$ cat src/rtl/noc_route_demux.sv
// Tree-fabric routing node: one buffered input channel is steered to NUM_OUT
// registered output channels by comparing the destination field with a programmable address/mask.
module noc_route_demux #(
    parameter int                DATA_W   = 9,
    parameter int                ADDR_MSB = 8,
    parameter int                ADDR_W   = 4,
    parameter int                NUM_OUT  = 2,
    parameter int                DEPTH    = 2,
    parameter logic [ADDR_W-1:0] RST_ADDR = 4'b1010,
    parameter logic [ADDR_W-1:0] RST_MASK = 4'b1110,
    parameter logic              RST_LEAF = 1'b0
) (
    input  logic                    CLK,
    input  logic                    RESET,
    input  logic                    in_valid,
    output logic                    in_ready,
    input  logic [DATA_W-1:0]       in_data,
    output logic [NUM_OUT-1:0]      out_valid,
    input  logic [NUM_OUT-1:0]      out_ready,
    output logic [NUM_OUT*DATA_W-1:0] out_data,
    input  logic                    cfg_we,
    input  logic [ADDR_W-1:0]       cfg_addr,
    input  logic [ADDR_W-1:0]       cfg_mask,
    input  logic                    cfg_leaf,
    output logic [NUM_OUT*16-1:0]   pkt_cnt,
    output logic                    err,
    input  logic                    err_clr
);

    localparam int SEL_W = $clog2(NUM_OUT);
    localparam int PTR_W = $clog2(DEPTH);
    localparam int CNT_W = $clog2(DEPTH + 1);

    logic [ADDR_W-1:0] addr_q;
    logic [ADDR_W-1:0] mask_q;
    logic              leaf_q;

    logic [DATA_W-1:0] mem [DEPTH];
    logic [PTR_W-1:0]  wr_ptr;
    logic [PTR_W-1:0]  rd_ptr;
    logic [CNT_W-1:0]  count;
    logic              push;
    logic              pop;
    logic              empty;
    logic [DATA_W-1:0] head;

    logic [ADDR_W-1:0] field;
    logic [ADDR_W-1:0] lead_mask;
    logic [SEL_W-1:0]  target;
    logic              route_err;
    int                ones;

    assign in_ready = (count != CNT_W'(DEPTH));
    assign push     = in_valid && in_ready;
    assign empty    = (count == '0);
    assign head     = mem[rd_ptr];
    assign field    = head[ADDR_MSB -: ADDR_W];
    assign pop      = !empty && (!out_valid[target] || out_ready[target]);

    // NOTE: every variable gets a default at the top of always_comb so no path leaves it unassigned (no latch).
    always_comb begin
        ones      = $countones(mask_q);
        lead_mask = ~({ADDR_W{1'b1}} >> ones);
        target    = SEL_W'(NUM_OUT - 1);
        route_err = 1'b0;
        if (leaf_q) begin
            if ((field & mask_q) == addr_q) target = '0;
        end else if ((ones + SEL_W > ADDR_W) || (mask_q != lead_mask) ||
                     ((field & mask_q) != addr_q)) begin
            route_err = 1'b1;
        end else begin
            // Select bits sit directly below the matched prefix.
            target = SEL_W'(field >> (ADDR_W - ones - SEL_W));
        end
    end

    // NOTE: FIFO storage has no reset; validity is tracked solely by count, so stale contents are never used.
    always_ff @(posedge CLK) begin
        if (push) mem[wr_ptr] <= in_data;
    end

    // NOTE: sequential state uses non-blocking assignments so all registers update from pre-edge values.
    always_ff @(posedge CLK or posedge RESET) begin
        if (RESET) begin
            wr_ptr <= '0;
            rd_ptr <= '0;
            count  <= '0;
        end else begin
            if (push) wr_ptr <= wr_ptr + PTR_W'(1);
            if (pop)  rd_ptr <= rd_ptr + PTR_W'(1);
            case ({push, pop})
                2'b10:   count <= count + CNT_W'(1);
                2'b01:   count <= count - CNT_W'(1);
                default: count <= count;
            endcase
        end
    end

    always_ff @(posedge CLK or posedge RESET) begin
        if (RESET) begin
            addr_q <= RST_ADDR;
            mask_q <= RST_MASK;
            leaf_q <= RST_LEAF;
            err    <= 1'b0;
        end else begin
            if (cfg_we) begin
                addr_q <= cfg_addr;
                mask_q <= cfg_mask;
                leaf_q <= cfg_leaf;
            end
            if (pop && route_err) err <= 1'b1;
            else if (err_clr)     err <= 1'b0;
        end
    end

    // Per-port holding stages and delivered-packet counters.
    always_ff @(posedge CLK or posedge RESET) begin
        if (RESET) begin
            out_valid <= '0;
            out_data  <= '0;
            pkt_cnt   <= '0;
        end else begin
            for (int p = 0; p < NUM_OUT; p++) begin
                if (out_valid[p] && out_ready[p])
                    pkt_cnt[p*16 +: 16] <= pkt_cnt[p*16 +: 16] + 16'd1;
                if (pop && (target == SEL_W'(p))) begin
                    out_valid[p]                <= 1'b1;
                    out_data[p*DATA_W +: DATA_W] <= head;
                end else if (out_ready[p]) begin
                    out_valid[p] <= 1'b0;
                end
            end
        end
    end

endmodule

$ cat config.mk
export PLATFORM = sky130hd
export DESIGN_NAME = noc_route_demux
export DESIGN_NICKNAME = d
export VERILOG_FILES = /design/src/rtl/noc_route_demux.sv
export SDC_FILE = /design/constraint.sdc
export NUM_CORES = 1
export LEC_CHECK = 0
export CORE_MARGIN = 2
export CORE_UTILIZATION = 40
export CTS_CLUSTER_SIZE = 10
export DETAILED_ROUTE_END_ITERATION = 7
export PLACE_DENSITY_LB_ADDON = 0.15
export SLEW_MARGIN = 10
export SYNTH_ARGS = -nofsm -noshare
export SYNTH_HDL_FRONTEND = slang
export SYNTH_SLANG_ARGS = --single-unit
$ cat constraint.sdc
create_clock -name CLK -period 8.8 [get_ports CLK]
set_input_delay 1.32 -clock CLK [delete_from_list [all_inputs] [get_ports CLK]]
set_output_delay 1.32 -clock CLK [all_outputs]
set_load 0.05 [all_outputs]
==> results of run 1 <==
[sequential cells by signal (all words and copies together), names as in the netlist]
register,flops
addr_q,4
leaf_q,1
out_data,18
count,2
pkt_cnt,32
mem,18
mask_q,4
out_valid,2
err,1
wr_ptr,1
rd_ptr,1
[through the flow]
| step | hold slack, ns | worst slack, ns | instance area, sq um | total power, uW | utilization, % |
|---|---|---|---|---|---|
| after global placement | 0.457 | 4.72 | 4660 | 1310 | 50.9 |
| final | 0.476 | 4.63 | 4850 | 1580 | 53.0 |
| after detailed placement | 0.462 | 4.63 | 4660 | 1320 | 50.9 |
| after global routing | 0.482 | 4.24 | 4850 | 1670 | 53.0 |
| after CTS | 0.475 | 4.59 | 4850 | 1600 | 53.0 |
| after floorplan | 0.461 | 4.94 | 3750 | 1100 | - |
[power by group]
part,internal [uW],switching [uW],total (uW)
combinational,290,432,722
clock,131,141,272
sequential,505,82.5,588
[critical path, delay by kind of cell, from the launching register on]
family          cells  cell delay [ns]
buf+inv             2             0.16
mux                 1             0.37
simple gates        2             0.60
xor+xnor            1             0.16
fa+ha+maj           6             1.71
compound gates      2             0.50
flops               1             0.59
[cell type report]
cell class                 instances  share of cell area (%)
sequential                        84                    45.3
clock inverter                     6                    1.34
multi-input combinational        184                    30.5
timing repair buffer              79                    16.2
inverter                          15                    1.16
clock buffer                      10                    2.63
tap                              111                    2.86
[layout by cell type (no fill, tap or decap), drive strengths merged]
master	count
buf	1
nor3	4
inv	15
dfrtp	61
mux2i	1
clkbuf	10
nand2b	3
ha	11
clkinvlp	3
nand3b	1
nand2	19
o22a	1
dfstp	5
and4	2
nor4b	2
nand3	14
o22ai	1
nor2b	3
clkinv	2
xnor2	28
or2	1
clkdlybuf4s50	78
o21ai	3
bufinv	1
and3	6
nand4	4
nor2	18
a21oi	5
edfxtp	18
a21bo	1
xor2	12
fa	1
o32ai	1
a221oi	2
mux2	39
nand4b	1
[layer usage]
| metal | share of wire (%) | GRT usage [%] | routed length (um) |
|---|---|---|---|
| met1 | 48 | 22.2 | 3640 |
| met2 | 46 | 23.0 | 3470 |
| met3 | 4.0 | 3.40 | 300 |
| met4 | 1.4 | 6.01 | 102 |
| met5 | 0 | 0 | 0 |
[path summary, 6_finish.rpt]
path,end,slack [ns],depth (start not counted)
setup reg to reg,count[1]$_DFFE_PP0P_,4.63,14
hold reg to reg,pkt_cnt[31]$_DFFE_PP0P_,0.48,1
min in group asynchronous,pkt_cnt[22]$_DFFE_PP0P_,1.52,3
max in group asynchronous,rd_ptr$_DFFE_PP0P_,6.68,3
setup / recovery,count[1]$_DFFE_PP0P_,4.63,14
hold / removal,pkt_cnt[31]$_DFFE_PP0P_,0.48,1
[cell families (layout without fill, tap and decap cells)]
| kind of cell | Yosys count | in the layout | synth area share, % |
|---|---|---|---|
| flops | 84 | 84 | 58.6 |
| simple gates | 78 | 78 | 11.2 |
| xor+xnor | 40 | 40 | 9.34 |
| mux | 40 | 40 | 12.1 |
| buf+inv | 17 | 110 | 1.90 |
| compound gates | 14 | 14 | 2.60 |
| fa+ha+maj | 12 | 12 | 4.20 |
==> results.ini, run 1 <==
[status]
outcome = finished clean

[global_route]
grt_pass1_vias = 2367
grt_first_pass_wirelength_um = 12000
grt_overflow_total = 0
grt_usage_pct = 15.5
grt_max_degree = 67
antenna_found_initial = 0

[cells_and_area]
n_fill_cell = 819
area_growth_pct = 29.5
seqCellArea_sq_um = 2200
multiInputGateArea_sq_um = 1480
final_cells = 489
nets = 410
drive_gt1_share_pct = 17.7
antennaDiodeCount = 0

[logic_synthesis]
yosysMostFrequentCell = dfrtp_1
netlist_area_sq_um = 3750
synth_cell_types = 37
synth_edf_count = 18
syn-num-nets = 322
ys.flop_type = dfrtp_1
ys_ff_latch = 84
yosysWarnings = 0
synth-seq-area-share_pct = 58.6
syn_avg_cell_area_sq_um = 13.2
syn_inst = 285
synthArstFlopShare_pct = 78.6
synth_commonest_cells = 61 x dfrtp_1, 38 x mux2_2, 28 x xnor2_1
synth_top_area_share_pct = 40.7
synth_area_leaders = dfrtp_1 41%, edfxtp_1 14%, mux2_2 11%
synth_area_leader_cell = dfrtp_1

[min_path]
worstHoldPathType = register to register
hp-start = pkt_cnt[31]$_DFFE_PP0P_

[place]
portBuffers = 78
dp_hpwl_um = 5210
place_congestion = 0.818
place_inst = 473

[timing]
rsz0062_at_grt = no
tns_ns = 0
hold_viol = 0
fmax_mhz = 240
drv_slew = 0
worstMarginPinSlew_ns = 0.861
slew_headroom_pct = 42.6
period_needed_ns = 4.17
setup_viol = 0
finClkSkew_ns = 0.0208
min_period_over_period_pct = 47.4

[clock_tree]
clockRootBuffer = clkbuf_8
ctsHoldBuffers = 0
cts_sinks = 84
cts.clk_slew.worst_paths_ns = 0.10
cts_buffer_depth = 2
clk_latency_ns = 0.35
cts_tree = yes
cts_buffers = 9
htree_levels = 3
post_cts_buffers = 0
cts_repair_resize_count = 0

[routing]
viasPerCell = 4.87
via_count = 2381
wire_per_inst_um = 15.4
dr.pass1.iters = 4
totalWireLength_um = 7510
detail-route-antenna-nets = 0
drc = 0
drtIter0Drc = 65

[floorplanning]
die_area_sq_um = 10200
fp.dieW_um = 101
ios = 79
rows = 35
die_h_um = 101
core_sq_um = 9150
initial_core_util_pct = 41.0

[setup_path]
cpMaxStageDelayCell = dfstp_2
startpoint = mask_q[1]$_DFFE_PP1P_
crit_top_cell = ha_1
crit_arrival_ns = 4.43
cp-end-kind = register
crit_type = register to register
required_ns = 9.06
critPathMaxStageDelay_ns = 0.59
critPathMaxFanout = 5
crit_chain = fa_1 > ha_1 > ha_1 > ha_1 > inv_1 > ha_1 > a221oi_1 > a21oi_1 > nor4b_4 > mux2i_1 > inv_1 > ha_1 > nor2_1 > xor2_1
timing.rr.start = mask_q[1]$_DFFE_PP1P_
worstSetupStartpointType = register

[power_and_ir_drop]
pwr_density_cell_nw_per_um2 = 326
irDropWorstVdd_mv = 0.289
p_leak_uw = 0.00202

[flow_run]
drv_cap = 0

Power figures use the tool's default switching activity.
==> run 2: changes to the inputs <==
==> constraint.sdc (replaced) <==
create_clock -name CLK -period 3.7 [get_ports CLK]
set_input_delay 0.555 -clock CLK [delete_from_list [all_inputs] [get_ports CLK]]
set_output_delay 0.555 -clock CLK [all_outputs]
set_load 0.05 [all_outputs]
==> results.ini, run 2 (same netlist as run 1, synthesis figures left out) <==
[timing]
period_needed_ns = 3.73  ; was 4.17 ns
slew_headroom_pct = 40.9  ; was 42.6%
worstMarginPinSlew_ns = 0.883  ; was 0.861 ns
holdWs_ns = 0.468  ; was 0.476 ns
drv_slew = 0  ; unchanged
rsz0062_at_grt = yes  ; was no
hold_viol = 0  ; unchanged
fmax_mhz = 268  ; was 240 MHz
finClkSkew_ns = 0.0149  ; was 0.0208 ns
min_period_over_period_pct = 101  ; was 47.4%
fin_ws_ns = -0.0335  ; was 4.63 ns
setup_viol = 1  ; was 0

[power_and_ir_drop]
p_leak_uw = 0.00211  ; was 0.00202 uW
pwr_density_cell_nw_per_um2 = 777  ; was 326 nW/um^2
irDropWorstVdd_mv = 0.537  ; was 0.289 mV
power.total_uw = 3950  ; was 1580 uW

[clock_tree]
cts_tree = yes  ; unchanged
clockRootBuffer = clkbuf_8  ; unchanged
cts_buffer_depth = 2  ; unchanged
cts_buffers = 9  ; unchanged
clk_latency_ns = 0.35  ; about the same
ctsHoldBuffers = 0  ; unchanged
cts.clk_slew.worst_paths_ns = 0.10  ; about the same
cts_sinks = 84  ; unchanged
htree_levels = 3  ; unchanged

[floorplanning]
initial_core_util_pct = 41.0  ; unchanged
rows = 35  ; unchanged
die_area_sq_um = 10200  ; unchanged
fp.dieW_um = 101  ; unchanged
ios = 79  ; unchanged
die_h_um = 101  ; unchanged
core_sq_um = 9150  ; unchanged

[status]
violations = setup timing
outcome = complete, but fails checks  ; was finished clean

[routing]
wire_per_inst_um = 15.4  ; about the same
via_count = 2478  ; was 2,381
totalWireLength_um = 7750  ; was 7510 um
viasPerCell = 4.92  ; was 4.87
dr.pass1.iters = 4  ; unchanged
drtIter0Drc = 81  ; was 65
detail-route-antenna-nets = 0  ; unchanged
drc = 0  ; unchanged

[setup_path]
cp-end-kind = register  ; unchanged
critPathMaxFanout = 3  ; was 5
crit_type = register to register  ; unchanged
required_ns = 3.93  ; was 9.06 ns
worstSetupStartpointType = register  ; unchanged
crit_arrival_ns = 3.96  ; was 4.43 ns

[place]
place_congestion = 0.725  ; was 0.818
portBuffers = 78  ; unchanged
dp_hpwl_um = 5430  ; was 5210 um

[global_route]
grt_first_pass_wirelength_um = 12300  ; was 12,000 um
grt_overflow_total = 0  ; unchanged
grt_usage_pct = 15.7  ; was 15.5%
grt_pass1_vias = 2465  ; was 2,367
antenna_found_initial = 0  ; unchanged
grt_max_degree = 28  ; was 67

[cells_and_area]
largest-register = pkt_cnt  ; unchanged
drive_gt1_share_pct = 25.2  ; was 17.7%
layout_common_cells = 78 x clkdlybuf4s50_1, 61 x dfrtp_1, 38 x mux2_2, 26 x xnor2_1  ; was 78 x clkdlybuf4s50_1, 61 x dfrtp_1, 38 x mux2_2, 28 x xnor2_1
antennaDiodeCount = 0  ; unchanged
final_common_cell = clkdlybuf4s50_1  ; unchanged
nets = 425  ; was 410
area_growth_pct = 35.5  ; was 29.5%
reg_top3 = pkt_cnt: 32 flops, mem: 18 flops, out_data: 18 flops  ; unchanged
largest_reg_flops = 32  ; unchanged

[flow_run]
drv_cap = 0  ; unchanged

[min_path]
worstHoldPathType = register to register  ; unchanged

[run 2: cell count changes in the layout (fill, tap and decap cells not counted), sizes merged]
cell,previous run,this run
bufinv,1,0
clkinv,2,3
buf,1,16
inv,15,19
clkbuf,10,9
clkinvlp,3,0
[run 2: worst max-delay path, stage by stage, from the launching register on]
cell      delay (ns)
dfstp_2         0.55
fa_1            0.45
ha_2            0.23
ha_4            0.31
inv_4           0.04
ha_4            0.16
ha_4            0.27
nor2_2          0.04
a221oi_2        0.23
nor4b_2         0.10
nor4b_4         0.34
mux2i_1         0.28
inv_1           0.10
ha_4            0.17
xnor2_2         0.13
nor2_2          0.06
xor2_1          0.15
[run 2: area by class of cell]
cell class              instances  area, sq um
repair buffers                 94          901
multi-input cells             184         1600
clock buffers                   9          124
fillers                       806         4070
clock inverters                 7         56.3
inverters                      15         58.8
well taps                     111          139
flip-flops and latches         84         2200
[run 2: through the flow]
| stage | cells | instance area [sq um] | setup TNS (ns) | setup slack (ns) | util [%] |
|---|---|---|---|---|---|
| floorplan | 285 | 3800 | -0.0482 | -0.0482 | - |
| global placement | 482 | 4780 | 0 | 0.0454 | 52.2 |
| detailed placement | 482 | 4780 | -0.0746 | -0.0319 | 52.2 |
| CTS | 501 | 4990 | 0 | 0.00247 | 54.5 |
| global route | 504 | 5080 | -2.27 | -0.215 | 55.5 |
| finish | 504 | 5080 | -0.0335 | -0.0335 | 55.5 |
[run 2: path summary, 6_finish.rpt]
path	startpoint	endpoint	slack, ns	cells past startpoint
worst min register to register	pkt_cnt[31]$_DFFE_PP0P_	pkt_cnt[31]$_DFFE_PP0P_	0.47	1
max in group asynchronous	RESET	mask_q[2]$_DFFE_PP1P_	2.48	3
worst min-delay path	pkt_cnt[31]$_DFFE_PP0P_	pkt_cnt[31]$_DFFE_PP0P_	0.47	1
worst max register to register	mask_q[3]$_DFFE_PP1P_	count[1]$_DFFE_PP0P_	-0.03	16
worst max-delay path	mask_q[3]$_DFFE_PP1P_	count[1]$_DFFE_PP0P_	-0.03	16
min in group asynchronous	RESET	pkt_cnt[10]$_DFFE_PP0P_	0.48	2
[run 2: repair_timing]
item,CTS,global route
pin swaps,7,12
resized for setup,2,12
setup buffers,3,3
setup endpoints to repair,6,13
[run 2: report_power, final]
part / total [uW] / internal (uW) / switching, uW / leakage (uW)
sequential: 1400 / 1200 / 196 / 0.000989
clock: 613 / 254 / 359 / 0.0000926
combinational: 1940 / 835 / 1100 / 0.00103
[run 2: per-layer routing]
| layer | track usage (%) | part of all wire [%] |
|---|---|---|
| met1 | 22.1 | 48 |
| met2 | 24.4 | 47 |
| met3 | 3.40 | 3.6 |
| met4 | 4.64 | 1.4 |
| met5 | 0 | 0 |
